--- src/rtl/cache_2way_ctrl_if.sv ---
// Signal bundle tying the 2-way cache controller to the CPU memory stage, the cache array
// and the block-wide memory bus. master = controller side, slave = environment side.
interface cache_2way_ctrl_if #(
   parameter int OFFSET_WIDTH = 3,
   parameter int INDEX_WIDTH  = 6,
   parameter int TAG_WIDTH    = 30 - OFFSET_WIDTH - INDEX_WIDTH,
   parameter int BLK_W        = 32 << OFFSET_WIDTH
);
   // CPU side
   logic                    cpu_req;
   logic                    cpu_we;
   logic [3:0]              cpu_byte_en;
   logic [31:0]             cpu_addr;
   logic [31:0]             cpu_wdata;
   logic [31:0]             cpu_rdata;
   logic                    cpu_ready;
   // Cache array side
   logic                    c_enable;
   logic                    c_cmp;
   logic                    c_write;
   logic                    c_valid_in;
   logic [3:0]              c_byte_w_en;
   logic [TAG_WIDTH-1:0]    c_tag_in;
   logic [INDEX_WIDTH-1:0]  c_index;
   logic [OFFSET_WIDTH-1:0] c_word_sel;
   logic [31:0]             c_data_in;
   logic [BLK_W-1:0]        c_data_block_in;
   logic                    c_hit;
   logic                    c_dirty;
   logic                    c_valid_out;
   logic [TAG_WIDTH-1:0]    c_tag_out;
   logic [31:0]             c_data_out;
   logic [BLK_W-1:0]        c_data_wb;
   // Memory side
   logic                    mem_req;
   logic                    mem_we;
   logic [31:0]             mem_addr;
   logic [BLK_W-1:0]        mem_wdata;
   logic [BLK_W-1:0]        mem_rdata;
   logic                    mem_ack;

   modport master (
      input  cpu_req, cpu_we, cpu_byte_en, cpu_addr, cpu_wdata,
      output cpu_rdata, cpu_ready,
      output c_enable, c_cmp, c_write, c_valid_in, c_byte_w_en, c_tag_in, c_index,
             c_word_sel, c_data_in, c_data_block_in,
      input  c_hit, c_dirty, c_valid_out, c_tag_out, c_data_out, c_data_wb,
      output mem_req, mem_we, mem_addr, mem_wdata,
      input  mem_rdata, mem_ack
   );

   modport slave (
      output cpu_req, cpu_we, cpu_byte_en, cpu_addr, cpu_wdata,
      input  cpu_rdata, cpu_ready,
      input  c_enable, c_cmp, c_write, c_valid_in, c_byte_w_en, c_tag_in, c_index,
             c_word_sel, c_data_in, c_data_block_in,
      output c_hit, c_dirty, c_valid_out, c_tag_out, c_data_out, c_data_wb,
      input  mem_req, mem_we, mem_addr, mem_wdata,
      output mem_rdata, mem_ack
   );
endinterface

--- src/rtl/cache_2way_ctrl.sv ---
// Miss/refill sequencer for a 2-way set-associative cache array (write-back, write-allocate).
// Optional hit/miss/write-back counters are built when CACHE_CTRL_PERF_CNT_EN is defined.
module cache_2way_ctrl #(
   parameter int OFFSET_WIDTH = 3,
   parameter int INDEX_WIDTH  = 6,
   parameter int TAG_WIDTH    = 30 - OFFSET_WIDTH - INDEX_WIDTH,
   parameter int BLK_W        = 32 << OFFSET_WIDTH
) (
   input  logic              clk,
   input  logic              rst,
   cache_2way_ctrl_if.master bus
`ifdef CACHE_CTRL_PERF_CNT_EN
   ,
   output logic [31:0]       perf_hit_cnt,
   output logic [31:0]       perf_miss_cnt,
   output logic [31:0]       perf_wb_cnt
`endif
);
   localparam int LOW_W = OFFSET_WIDTH + 2;

   typedef enum logic [2:0] {
      S_IDLE, S_COMPARE, S_VICTIM, S_WRITEBACK, S_ALLOCATE, S_REFILL
   } state_e;

   state_e                  state_q, state_d;
   logic [29:0]             addr_q;      // word address, byte offset dropped
   logic                    we_q;
   logic [3:0]              be_q;
   logic [31:0]             wdata_q;
   logic [TAG_WIDTH-1:0]    vtag_q;
   logic [BLK_W-1:0]        blk_q;       // victim block, then refill block

   logic [TAG_WIDTH-1:0]    req_tag;
   logic [INDEX_WIDTH-1:0]  req_index;
   logic [OFFSET_WIDTH-1:0] req_word;
   logic                    unused_ok;

   assign req_tag   = addr_q[29 -: TAG_WIDTH];
   assign req_index = addr_q[OFFSET_WIDTH +: INDEX_WIDTH];
   assign req_word  = addr_q[OFFSET_WIDTH-1:0];
   assign unused_ok = ^{bus.cpu_addr[1:0], bus.c_valid_out};

   // NOTE: sequential state uses non-blocking assignments so every flop samples pre-edge values.
   always_ff @(posedge clk or negedge rst) begin
      if (!rst) begin
         state_q <= S_IDLE;
         addr_q  <= '0;
         we_q    <= 1'b0;
         be_q    <= '0;
         wdata_q <= '0;
         vtag_q  <= '0;
         blk_q   <= '0;
      end else begin
         state_q <= state_d;
         if (state_q == S_IDLE && bus.cpu_req) begin
            addr_q  <= bus.cpu_addr[31:2];
            we_q    <= bus.cpu_we;
            be_q    <= bus.cpu_byte_en;
            wdata_q <= bus.cpu_wdata;
         end
         if (state_q == S_VICTIM) begin
            vtag_q <= bus.c_tag_out;
            blk_q  <= bus.c_data_wb;
         end
         if (state_q == S_ALLOCATE && bus.mem_ack) blk_q <= bus.mem_rdata;
      end
   end

   // NOTE: every output gets a default first so no path through the case infers a latch.
   always_comb begin
      state_d             = state_q;
      bus.cpu_rdata       = '0;
      bus.cpu_ready       = 1'b0;
      bus.c_enable        = 1'b0;
      bus.c_cmp           = 1'b0;
      bus.c_write         = 1'b0;
      bus.c_valid_in      = 1'b0;
      bus.c_byte_w_en     = '0;
      bus.c_tag_in        = '0;
      bus.c_index         = '0;
      bus.c_word_sel      = '0;
      bus.c_data_in       = '0;
      bus.c_data_block_in = '0;
      bus.mem_req         = 1'b0;
      bus.mem_we          = 1'b0;
      bus.mem_addr        = '0;
      bus.mem_wdata       = '0;

      if (state_q != S_IDLE) begin
         bus.c_enable   = 1'b1;
         bus.c_index    = req_index;
         bus.c_word_sel = req_word;
      end

      unique case (state_q)
         S_IDLE: if (bus.cpu_req) state_d = S_COMPARE;
         S_COMPARE: begin
            bus.c_cmp       = 1'b1;
            bus.c_tag_in    = req_tag;
            bus.c_write     = we_q & bus.c_hit;
            bus.c_byte_w_en = be_q;
            bus.c_data_in   = wdata_q;
            if (bus.c_hit) begin
               bus.cpu_ready = 1'b1;
               bus.cpu_rdata = bus.c_data_out;
               state_d       = S_IDLE;
            end else begin
               state_d = S_VICTIM;
            end
         end
         S_VICTIM: state_d = bus.c_dirty ? S_WRITEBACK : S_ALLOCATE;
         S_WRITEBACK: begin
            bus.mem_req   = 1'b1;
            bus.mem_we    = 1'b1;
            bus.mem_addr  = {vtag_q, req_index, {LOW_W{1'b0}}};
            bus.mem_wdata = blk_q;
            if (bus.mem_ack) state_d = S_ALLOCATE;
         end
         S_ALLOCATE: begin
            bus.mem_req  = 1'b1;
            bus.mem_addr = {req_tag, req_index, {LOW_W{1'b0}}};
            if (bus.mem_ack) state_d = S_REFILL;
         end
         S_REFILL: begin
            bus.c_write         = 1'b1;
            bus.c_valid_in      = 1'b1;
            bus.c_byte_w_en     = 4'hF;
            bus.c_tag_in        = req_tag;
            bus.c_data_block_in = blk_q;
            state_d             = S_COMPARE;
         end
         default: state_d = S_IDLE;
      endcase
   end

`ifdef CACHE_CTRL_PERF_CNT_EN
   logic        replay_q;
   logic [31:0] hit_q, miss_q, wb_q;

   always_ff @(posedge clk or negedge rst) begin
      if (!rst) begin
         replay_q <= 1'b0;
         hit_q    <= '0;
         miss_q   <= '0;
         wb_q     <= '0;
      end else begin
         if (state_q == S_REFILL) replay_q <= 1'b1;
         else if (state_q == S_IDLE) replay_q <= 1'b0;
         // Replay hits after a refill are part of the miss, not extra hits.
         if (state_q == S_COMPARE && bus.c_hit && !replay_q && hit_q != '1) hit_q <= hit_q + 32'd1;
         if (state_q == S_COMPARE && state_d == S_VICTIM && miss_q != '1) miss_q <= miss_q + 32'd1;
         if (state_q == S_VICTIM && state_d == S_WRITEBACK && wb_q != '1) wb_q <= wb_q + 32'd1;
      end
   end

   assign perf_hit_cnt  = hit_q;
   assign perf_miss_cnt = miss_q;
   assign perf_wb_cnt   = wb_q;
`endif
endmodule

--- src/flat_wrapper.sv ---
// flat-port wrapper written by rule: the top's interface ports become plain ports
module cache_2way_ctrl_flat 
#(
   parameter int OFFSET_WIDTH = 3,
   parameter int INDEX_WIDTH  = 6,
   parameter int TAG_WIDTH    = 30 - OFFSET_WIDTH - INDEX_WIDTH,
   parameter int BLK_W        = 32 << OFFSET_WIDTH
)
  (clk, rst, bus_cpu_req, bus_cpu_we, bus_cpu_byte_en, bus_cpu_addr, bus_cpu_wdata, bus_cpu_rdata, bus_cpu_ready, bus_c_enable, bus_c_cmp, bus_c_write, bus_c_valid_in, bus_c_byte_w_en, bus_c_tag_in, bus_c_index, bus_c_word_sel, bus_c_data_in, bus_c_data_block_in, bus_c_hit, bus_c_dirty, bus_c_valid_out, bus_c_tag_out, bus_c_data_out, bus_c_data_wb, bus_mem_req, bus_mem_we, bus_mem_addr, bus_mem_wdata, bus_mem_rdata, bus_mem_ack);
  cache_2way_ctrl_if #(.OFFSET_WIDTH(OFFSET_WIDTH), .INDEX_WIDTH(INDEX_WIDTH), .TAG_WIDTH(TAG_WIDTH), .BLK_W(BLK_W)) bus_i ();
  input  logic clk;
  input  logic rst;
  input wire logic [$bits(bus_i.cpu_req)-1:0] bus_cpu_req;
  input wire logic [$bits(bus_i.cpu_we)-1:0] bus_cpu_we;
  input wire logic [$bits(bus_i.cpu_byte_en)-1:0] bus_cpu_byte_en;
  input wire logic [$bits(bus_i.cpu_addr)-1:0] bus_cpu_addr;
  input wire logic [$bits(bus_i.cpu_wdata)-1:0] bus_cpu_wdata;
  output wire logic [$bits(bus_i.cpu_rdata)-1:0] bus_cpu_rdata;
  output wire logic [$bits(bus_i.cpu_ready)-1:0] bus_cpu_ready;
  output wire logic [$bits(bus_i.c_enable)-1:0] bus_c_enable;
  output wire logic [$bits(bus_i.c_cmp)-1:0] bus_c_cmp;
  output wire logic [$bits(bus_i.c_write)-1:0] bus_c_write;
  output wire logic [$bits(bus_i.c_valid_in)-1:0] bus_c_valid_in;
  output wire logic [$bits(bus_i.c_byte_w_en)-1:0] bus_c_byte_w_en;
  output wire logic [$bits(bus_i.c_tag_in)-1:0] bus_c_tag_in;
  output wire logic [$bits(bus_i.c_index)-1:0] bus_c_index;
  output wire logic [$bits(bus_i.c_word_sel)-1:0] bus_c_word_sel;
  output wire logic [$bits(bus_i.c_data_in)-1:0] bus_c_data_in;
  output wire logic [$bits(bus_i.c_data_block_in)-1:0] bus_c_data_block_in;
  input wire logic [$bits(bus_i.c_hit)-1:0] bus_c_hit;
  input wire logic [$bits(bus_i.c_dirty)-1:0] bus_c_dirty;
  input wire logic [$bits(bus_i.c_valid_out)-1:0] bus_c_valid_out;
  input wire logic [$bits(bus_i.c_tag_out)-1:0] bus_c_tag_out;
  input wire logic [$bits(bus_i.c_data_out)-1:0] bus_c_data_out;
  input wire logic [$bits(bus_i.c_data_wb)-1:0] bus_c_data_wb;
  output wire logic [$bits(bus_i.mem_req)-1:0] bus_mem_req;
  output wire logic [$bits(bus_i.mem_we)-1:0] bus_mem_we;
  output wire logic [$bits(bus_i.mem_addr)-1:0] bus_mem_addr;
  output wire logic [$bits(bus_i.mem_wdata)-1:0] bus_mem_wdata;
  input wire logic [$bits(bus_i.mem_rdata)-1:0] bus_mem_rdata;
  input wire logic [$bits(bus_i.mem_ack)-1:0] bus_mem_ack;
  assign bus_i.cpu_req = bus_cpu_req;
  assign bus_i.cpu_we = bus_cpu_we;
  assign bus_i.cpu_byte_en = bus_cpu_byte_en;
  assign bus_i.cpu_addr = bus_cpu_addr;
  assign bus_i.cpu_wdata = bus_cpu_wdata;
  assign bus_cpu_rdata = bus_i.cpu_rdata;
  assign bus_cpu_ready = bus_i.cpu_ready;
  assign bus_c_enable = bus_i.c_enable;
  assign bus_c_cmp = bus_i.c_cmp;
  assign bus_c_write = bus_i.c_write;
  assign bus_c_valid_in = bus_i.c_valid_in;
  assign bus_c_byte_w_en = bus_i.c_byte_w_en;
  assign bus_c_tag_in = bus_i.c_tag_in;
  assign bus_c_index = bus_i.c_index;
  assign bus_c_word_sel = bus_i.c_word_sel;
  assign bus_c_data_in = bus_i.c_data_in;
  assign bus_c_data_block_in = bus_i.c_data_block_in;
  assign bus_i.c_hit = bus_c_hit;
  assign bus_i.c_dirty = bus_c_dirty;
  assign bus_i.c_valid_out = bus_c_valid_out;
  assign bus_i.c_tag_out = bus_c_tag_out;
  assign bus_i.c_data_out = bus_c_data_out;
  assign bus_i.c_data_wb = bus_c_data_wb;
  assign bus_mem_req = bus_i.mem_req;
  assign bus_mem_we = bus_i.mem_we;
  assign bus_mem_addr = bus_i.mem_addr;
  assign bus_mem_wdata = bus_i.mem_wdata;
  assign bus_i.mem_rdata = bus_mem_rdata;
  assign bus_i.mem_ack = bus_mem_ack;
  cache_2way_ctrl #(.OFFSET_WIDTH(OFFSET_WIDTH), .INDEX_WIDTH(INDEX_WIDTH), .TAG_WIDTH(TAG_WIDTH), .BLK_W(BLK_W)) u_core (.clk(clk), .rst(rst), .bus(bus_i));
endmodule
--- config.mk ---
export PLATFORM = sky130hd
export DESIGN_NAME = cache_2way_ctrl_flat
export DESIGN_NICKNAME = d
export VERILOG_FILES = /design/src/rtl/cache_2way_ctrl_if.sv /design/src/rtl/cache_2way_ctrl.sv /design/src/flat_wrapper.sv
export SDC_FILE = /design/constraint.sdc
export NUM_CORES = 1
export LEC_CHECK = 0
export ABC_AREA = 1
export CAP_MARGIN = 20
export CORE_AREA = 2 2 503 505
export CTS_CLUSTER_DIAMETER = 200
export DETAILED_ROUTE_END_ITERATION = 10
export DIE_AREA = 0 0 505 507
export PLACE_DENSITY_LB_ADDON = 0.15
export SLEW_MARGIN = 20
export SYNTH_ARGS = -nofsm -noshare
export SYNTH_HDL_FRONTEND = slang
export SYNTH_SLANG_ARGS = --single-unit
--- constraint.sdc ---
create_clock -name clk -period 3 [get_ports clk]
set_input_delay 0.6 -clock clk [delete_from_list [all_inputs] [get_ports clk]]
set_output_delay 0.6 -clock clk [all_outputs]
set_load 0.005 [all_outputs]
### After elaboration in Yosys (flattened, before gate mapping)

Index checks and enable logic that the tools add are counted.

* word-level logic and storage cells: 50
* bits in registers: 347
* bits of input ports: 641
* output and inout port bits: 649

* muxes and demuxes: 26
* reductions and logical operators: 8
* bitwise logic cells: 1
* equal/unequal tests: 8

Operators with widths (count)
* $mux 256: 4
* $mux 32: 3
* $pmux 32 s2: 1
* $mux 21: 1
* $pmux 3 s6: 1
* $mux 3: 5
* $pmux 4 s2: 1
* $mux 1: 7
* $eq 3x2->1 const B: 2
* $eq 3x3->1 const B: 2
* $mux 6: 1
* $ne 2x2->1 const B: 3
* $reduce_or 2->1: 2
* $eq 3x1->1 const B: 1
* $logic_not 3->1: 1
* $reduce_and 3->1: 1
* $reduce_bool 3->1: 1
* $logic_and 1x1->1: 2
* $mux 2: 1
* $pmux 1 s2: 1
* $reduce_bool 2->1: 1
* $and 1x1->1: 1

### Depth between registers and ports, before layout

Gate-level depths: netlist of run 1.

* depth after elaboration: 3
* gate-level depth with buffers: 8

### Least setup slack after synthesis of run 1

OpenSTA, ideal clock, no wires.

* path kind: in2out
* from: input port bus_c_hit
* to: output port bus_cpu_rdata[22]
* arrival: 1284 ps
* data required time: 2400 ps
* stages: 4
* setup slack: 1116 ps
* cell sequence: clkbuf_1 -> clkbuf_1 -> nand2_1 -> nor2_1

* cells in the longest elaborated chain, start to end: 2

RTL lines
* from (decl): RTL line flat_wrapper.sv:30 `input wire logic [$bits(bus_i.c_hit)-1:0] bus_c_hit;`
* $mux 32: RTL line cache_2way_ctrl.sv:103 `if (bus.c_hit) begin`
* $mux 32: RTL line cache_2way_ctrl.sv:95 `unique case (state_q)`
* to (decl): RTL line flat_wrapper.sv:18 `output wire logic [$bits(bus_i.cpu_rdata)-1:0] bus_cpu_rdata;`

Every way passes these cells.

### Final worst setup path of run 1

* from: register u_core.state_q[0]
* to: output port bus_mem_wdata[131]

* cells in the longest elaborated chain, start to end: 2

RTL lines
* from (decl): RTL line cache_2way_ctrl.sv:25 `state_e state_q, state_d;`
* from (signal assigned): RTL line cache_2way_ctrl.sv:54 `state_q <= state_d;`
* $eq 3x2->1: RTL line cache_2way_ctrl.sv:95
* $mux 256: RTL line cache_2way_ctrl.sv:95
* to (decl): RTL line flat_wrapper.sv:39 `output wire logic [$bits(bus_i.mem_wdata)-1:0] bus_mem_wdata;`

Every way passes these cells.

==> summary.md, run 1 <==
| Metric | Value |
|---|---|
| Die area | 0.256 mm2 |
| # Max-Cap Violations | 0 |
| Die width | 505 um |
| Htree depth | 2 |
| Top cell type by total area after synthesis | dfrtp_1 |
| Fin cells | 7617 |
| Run status | finished with violations |
| WL final | 181000 um |
| Cell Area, Placed | 0.0367 mm2 |
| Site row count | 184 |
| DPL Wire Length | 143000 um |
| Top cells by area, synth | dfrtp_1 45%, nand2_1 15%, nand3_1 15%, nor2_1 12%, inv_1 6.4% |
| Post-route design area | 0.0399 mm2 |
| Met1 Track Usage GR | 0.160 |
| First-pass GRT wire length | 236000 um |
| Number of distinct library cells after synthesis | 18 |
| Avg Inst Size Synth | 6.63 um2 |
| Critical path endpoint category | output port |
| Initial core utilization | 0.0770 |
| CP Data Required Time | 2.40 ns |
| Most Used Layer, Global Route | met2 |
| Setup CP Type | reg -> out |
| Finish-stage setup viols | 272 |
| Critical Path AT | 2.65 ns |
| Utilization after layout | 0.159 |
| Initial antenna violation count | 57 |
| Yosys reg bits | 347 |
| Power Density | 781 mW/mm2 |
| Post-Place Cells | 7441 |
| Die Ht | 507 um |
| WL per Instance | 23.7 um |
| Number of routed nets with antenna violations | 0 |
| # nets final | 4852 |
| Cells after synthesis | 2912 |
| Multi-input gate area | 0.00865 mm2 |
| GP Congestion | 0.904 |
| Maximum vdd drop | 0.000402 V |
| Port bufs | 1281 |
| Hold Crit Class | in -> reg |
| Num CTS Buffers | 54 |
| Clk buf depth | 3 |
| Critical path launch point type | flip-flop |
| F_max | 308 MHz |
| Hold Fails Final Rpt | 0 |
| Sequential element share of the synthesized area | 0.450 |
| TritonRoute pass-1 iters | 7 |
| Place WS | 0.151 ns |
| Routed vias/inst | 3.27 |
| Grt ovf | 0 |
| Drt initial violations | 1613 |
| Setup Skew | 0.0351 ns |
| P&R area growth vs syn | 107% |
| Failing checks | negative setup slack |
| Final WS setup | -0.251 ns |
| Worst Hold Slack | 0.435 ns |
| Root buf cell | clkbuf_16 |
| # IOs | 1290 |
| GRT met3 Usage | 0.0585 |
| RSZ-0062 raised after global routing | yes |
| Reg area | 0.00868 mm2 |
| Synth Cell Area | 0.0193 mm2 |
| Synth top area share | 0.450 |
| Synthesis Warnings | 0 |
| Core area | 0.250 mm2 |
| Period minus WS final | 3.25 ns |
| CTS tree | yes |
| Vias in the first global route | 25700 |
| Crit share post-route | 1.08 |
| Final slew viol count | 0 |
| Setup Total Neg Slack | -14.31 ns |
| Slew @ Worst Pin | 1.03 ns |
| Share of layout cells above drive strength 1 | 0.102 |
| Worst-Skew Late Latency | 0.68 ns |
| FILL cells | 29000 |
| DR vias | 24900 |
| Clock transition at path regs | 0.06 ns |
| Crit Path Max Fanout | 29 |
| Pwr Total | 31.2 mW |
| Leakage | 19.5 nW |
| GRT Total Usage | 0.134 |
| Met2 usage | 0.217 |
| Worst slew margin | 0.316 |
| Remaining design rule violation count | 0 |
| Pin count of the biggest net entering global routing | 115 |
| Clk sinks | 347 |
[sequential cells by signal (all words and copies together), names as in the netlist]
name,flops
u_core.blk_q,256
u_core.wdata_q,32
u_core.addr_q,30
u_core.vtag_q,21
u_core.be_q,4
u_core.state_q,3
u_core.we_q,1
[layer usage]
metal,share of wire,vias up
met2,0.46,1191
met4,0.025,56
met1,0.41,11900
met3,0.11,212
met5,0.0020,-
li1,-,11500
[cells in the final DEF, fill, tap and decap left out, types with 40 or more instances in the layout]
cell type | netlist | final
nor2_2 | 2 | 41
dlymetal6s2s_1 | 0 | 133
dlygate4sd2_1 | 0 | 108
buf_4 | 9 | 106
dfrtp_1 | 347 | 347
clkbuf_16 | 0 | 60
inv_1 | 327 | 325
nor2_1 | 614 | 557
nand3_1 | 584 | 582
buf_12 | 0 | 40
nand2_1 | 786 | 782
clkdlybuf4s50_1 | 0 | 919
[Yosys cell counts]
master    number
nand2_1      786
nor2_1       614
nand3_1      584
dfrtp_1      347
inv_1        327
buf_2        132
clkbuf_1      57
o21ai_0       22
buf_1         21
buf_4          9
inv_2          5
nor2_2         2
a21oi_1        1
conb_1         1
nand2_2        1
nand3_2        1
nor3_2         1
o211ai_1       1
[worst max-delay path, cell delays in order (launching register included)]
cell and delay, ns:
dfrtp_1 0.37, buf_6 0.16, nand3_4 0.12, buf_12 0.19
buf_8 0.22, nor2_1 0.08, buf_4 0.18, clkdlybuf4s50_1 0.52
[layout make-up]
class                      instances  area share
inverter                         332      0.0322
clock inverter                    11     0.00326
tap                             3348       0.105
timing repair inverter             1    0.000282
clock buffer                      87      0.0420
antenna                           16     0.00100
sequential                       347       0.218
timing repair buffer            1457       0.382
multi-input combinational       2018       0.217
[what timing repair did]
item | in CTS | in global routing
gates cloned | 13 | 6
setup endpoints to repair | 616 | 579
hold buffers | 1 | 0
resized for setup | 411 | 325
endpoints found under the hold margin | 25 | 0
setup buffers | 10 | 32
pin swaps | 1 | 1
[power by group]
| part | internal, mW | switching, mW |
|---|---|---|
| clock network | 3.96 | 2.77 |
| registers | 6.95 | 1.22 |
| logic | 6.30 | 9.96 |
| total | 17.2 | 14.0 |
[logic make-up after synthesis]
kind of cell           after synthesis  synth area share
AO/OA/AOI/OAI                       24           0.00636
buffers and inverters              551             0.118
flip-flops                         347             0.450
other                                1          0.000194
AND/OR/NAND/NOR                   1989             0.426
[worst paths after layout]
check | from | endpoint | slack (ns) | cells past startpoint
min in group asynchronous | rst | u_core.blk_q[120] | 0.52 | 2
hold / removal | bus_cpu_req | u_core.wdata_q[0] | 0.44 | 3
max in group asynchronous | rst | u_core.blk_q[4] | 1.64 | 4
setup reg to reg | u_core.state_q[2] | u_core.blk_q[79] | 0.84 | 8
hold reg to reg | u_core.addr_q[25] | u_core.addr_q[25] | 0.47 | 2
setup / recovery | u_core.state_q[0] | bus_mem_wdata[131] | -0.25 | 7
Power figures use the tool's default switching activity.
==> run 2: changes to the inputs <==
--- a/config.mk
+++ b/config.mk
@@ -9,6 +9,7 @@
 export CAP_MARGIN = 20
 export CORE_AREA = 2 2 503 505
 export CTS_CLUSTER_DIAMETER = 200
+export CTS_CLUSTER_SIZE = 20
 export DETAILED_ROUTE_END_ITERATION = 10
 export DIE_AREA = 0 0 505 507
 export PLACE_DENSITY_LB_ADDON = 0.15
==> run 2 against run 1 <==
The run still ends with negative setup slack left; critical path type unchanged; worst hold slack improved by 0.043 ns; clock skew fell by 0.0095 ns; non-clock buffer count rose by 55; global-route usage barely moved; critical path depth did not move; clock power fell by 47%; wire length rose by 2.0%.
==> summary.md, run 2 (synthesis gave the netlist of run 1 again) <==
| Metric | Value |
|---|---|
| Run status | finished with violations (unchanged) |
| Failing checks | negative setup slack (unchanged) |
| Power Density | 730 mW/mm2 (was 781 mW/mm2) |
| Setup Skew | 0.0257 ns (was 0.0351 ns) |
| Switch share | 0.480 (was 0.448) |
| Root buf cell | clkbuf_16 (unchanged) |
| Die Ht | 507 um (unchanged) |
| Utilization after layout | 0.158 (was 0.159) |
| Crit path largest cell delay | 0.54 ns (was 0.52 ns) |
| Share of layout cells above drive strength 1 | 0.129 (was 0.102) |
| Hold Fails Final Rpt | 0 (unchanged) |
| Crit share post-route | 1.07 (was 1.08) |
| CP Data Required Time | 2.40 ns (about the same) |
| WL final | 184000 um (was 181000 um) |
| Maximum vdd drop | 0.000377 V (was 0.000402 V) |
| Clock transition at path regs | 0.11 ns (was 0.06 ns) |
| Worst-case reg-to-reg path depth | 8 (unchanged) |
| Worst slew margin | 0.305 (was 0.316) |
| Setup crit end | bus_mem_wdata[63] (was bus_mem_wdata[131]) |
| Finish-stage setup viols | 183 (was 272) |
| DR vias | 25000 (was 24900) |
| Most common cell after layout, fill and taps aside | nand2_1 (was clkdlybuf4s50_1) |
| # Max-Cap Violations | 0 (unchanged) |
| Clk sinks | 347 (unchanged) |
| Grt ovf | 0 (unchanged) |
| Reg2Reg Setup Slack | 0.76 ns (was 0.84 ns) |
| Critical path endpoint category | output port (unchanged) |
| FF-to-FF End | u_core.blk_q[80] (was u_core.blk_q[79]) |
| Internal power | 15.0 mW (was 17.2 mW) |
| RSZ-0062 raised after global routing | yes (unchanged) |
| Crit Path Max Fanout | 10 (was 29) |
| Slowest-stage cell, CP | clkdlybuf4s50_1 (unchanged) |
| Critical Path AT | 2.60 ns (was 2.65 ns) |
| Slew @ Worst Pin | 1.04 ns (was 1.03 ns) |
| Worst Path Buf+Inv | 5 (unchanged) |
| Die width | 505 um (unchanged) |
| Num CTS Buffers | 21 (was 54) |
| Vias in the first global route | 25600 (was 25700) |
| Place WS | 0.151 ns (unchanged) |
| Clock group share of total power | 0.123 (was 0.216) |
| Period minus WS final | 3.20 ns (was 3.25 ns) |
| Crit-path cells | buf_6 > nand3_4 > buf_16 > buf_12 > buf_16 > nor2_2 > clkdlybuf4s50_1 (was buf_6 > nand3_4 > buf_12 > buf_8 > nor2_1 > buf_4 > clkdlybuf4s50_1) |
| CTS tree | yes (unchanged) |
| Reg-to-Reg Start | u_core.state_q[2] (unchanged) |
| # IOs | 1290 (unchanged) |
| Critical path launch point type | flip-flop (unchanged) |
| WL per Instance | 24.2 um (was 23.7 um) |
| Routed vias/inst | 3.29 (was 3.27) |
| Worst-Skew Late Latency | 0.64 ns (was 0.68 ns) |
| Setup CP Type | reg -> out (unchanged) |
| F_max | 313 MHz (was 308 MHz) |
| CP dominant cell by count | buf_16 |
| First-pass GRT wire length | 237000 um (was 236000 um) |
| Port bufs | 1281 (unchanged) |
| Most frequent cells in the layout | 784 x nand2_1, 783 x clkdlybuf4s50_1, 582 x nand3_1 (was 919 x clkdlybuf4s50_1, 782 x nand2_1, 582 x nand3_1) |
| Pin count of the biggest net entering global routing | 115 (unchanged) |
| Number of routed nets with antenna violations | 0 (unchanged) |
| P&R area growth vs syn | 105% (was 107%) |
| Drt initial violations | 1581 (was 1613) |
| Htree depth | 1 (was 2) |
| Leakage | 19.9 nW (was 19.5 nW) |
| Net switching power | 13.9 mW (was 14.0 mW) |
| Hold Crit Class | in -> reg (unchanged) |
| Seq pwr share | 0.282 (was 0.262) |
| Site row count | 184 (unchanged) |
| Register bank with the most flops | u_core.blk_q (unchanged) |
| Core area | 0.250 mm2 (unchanged) |
| Setup crit start | u_core.state_q[0] (unchanged) |
| Comb pwr share | 0.595 (was 0.522) |
| Remaining design rule violation count | 0 (unchanged) |
| Initial core utilization | 0.0770 (unchanged) |
| Critical path depth | 7 (unchanged) |
| # nets final | 4875 (was 4852) |
| Worst path top cell family by delay | buffers and inverters (unchanged) |
| TritonRoute pass-1 iters | 5 (was 7) |
| Largest register FFs | 256 (unchanged) |
| Die area | 0.256 mm2 (unchanged) |
| Final WS setup | -0.200 ns (was -0.251 ns) |
| DPL Wire Length | 143000 um (unchanged) |
| Initial antenna violation count | 44 (was 57) |
| Final slew viol count | 0 (unchanged) |
| Clk buf depth | 3 (unchanged) |
| GP Congestion | 0.904 (unchanged) |
| GRT Total Usage | 0.133 (was 0.134) |
| Regs by FF count | u_core.blk_q: 256 flops, u_core.wdata_q: 32 flops, u_core.addr_q: 30 flops (unchanged) |
run 2: changes by cell type in the layout (fill, tap and decap cells not counted), sizes merged, moves of 2 or more:
cell,before,now
buf,219,331
clkbuf,105,49
clkdlybuf4s15,58,31
clkdlybuf4s50,919,783
clkinv,8,1
clkinvlp,3,1
diode,16,13
dlygate4sd2,108,208
dlymetal6s2s,133,129
inv,331,334
run 2: worst min path at each step:
stage / cells after the start / slack [ns] / startpoint / endpoint
6_report: 3 / 0.48 / bus_cpu_req / u_core.wdata_q[0]
5_1_grt: 3 / 0.43 / bus_cpu_addr[3] / u_core.addr_q[1]
4_1_cts: 3 / 0.39 / bus_c_data_wb[4] / u_core.blk_q[4]
3_5_place_dp: 2 / 0.46 / u_core.addr_q[25] / u_core.addr_q[25]
3_3_place_gp: 2 / 0.46 / u_core.addr_q[5] / u_core.addr_q[5]
2_1_floorplan: 0 / 0.30 / rst / u_core.addr_q[0]
run 2: power by group through the flow:
stage | Sequential (mW) | Combinational [mW] | Clock (mW)
global placement | 8.19 | 15.9 | 0
CTS | 8.14 | 16.7 | 3.83
global route | 8.43 | 18.8 | 3.91
floorplan | 7.85 | 6.74 | 0
finish | 8.15 | 17.2 | 3.55
detailed placement | 8.22 | 15.8 | 0
run 2: worst min-delay path: stages:
cell and delay [ns]:
buf_2 0.28, nand3_1 0.16, nand2_1 0.05
run 2: final cells by class:
cell class / instances / area, um2
Multi-Input combinational cell: 2018 / 8970
Clock buffer: 22 / 539
Fill cell: 29100 / 211000
Tap cell: 3348 / 4190
Clock inverter: 3 / 47.5
Timing Repair Buffer: 1512 / 15800
Antenna cell: 13 / 32.5
Inverter: 332 / 1290
Sequential cell: 347 / 8680
Timing Repair inverter: 2 / 36.3
run 2: stage by stage:
step                cell area [um2]  std cells  hold WS [ns]  TNS [ns]  power [mW]
floorplan                     19300       2916         0.304         0        14.6
global placement              36700       7441         0.456         0        24.0
detailed placement            36700       7441         0.459         0        24.0
CTS                           38200       7526         0.387    -51.52        28.7
global route                  39500       7586         0.428    -70.45        31.1
finish                        39500       7597         0.478     -9.57        28.9
run 2: layer usage:
layer	vias up	share of wire	wire length, um	global-route usage
met4	34	0.017	3130	0.0173
met3	128	0.094	17200	0.0456
li1	11500	-	-	-
met2	1157	0.47	86100	0.226
met5	-	0.0011	211	0
met1	12200	0.42	77400	0.166
run 2: timing repair:
action / CTS / global route
gates cloned: 24 / 6
hold buffers: 1 / 0
endpoints found under the hold margin: 25 / 0
setup endpoints to repair: 603 / 524
pin swaps: 2 / 2
buffers inserted: 35 / 53
gates resized for setup: 667 / 536
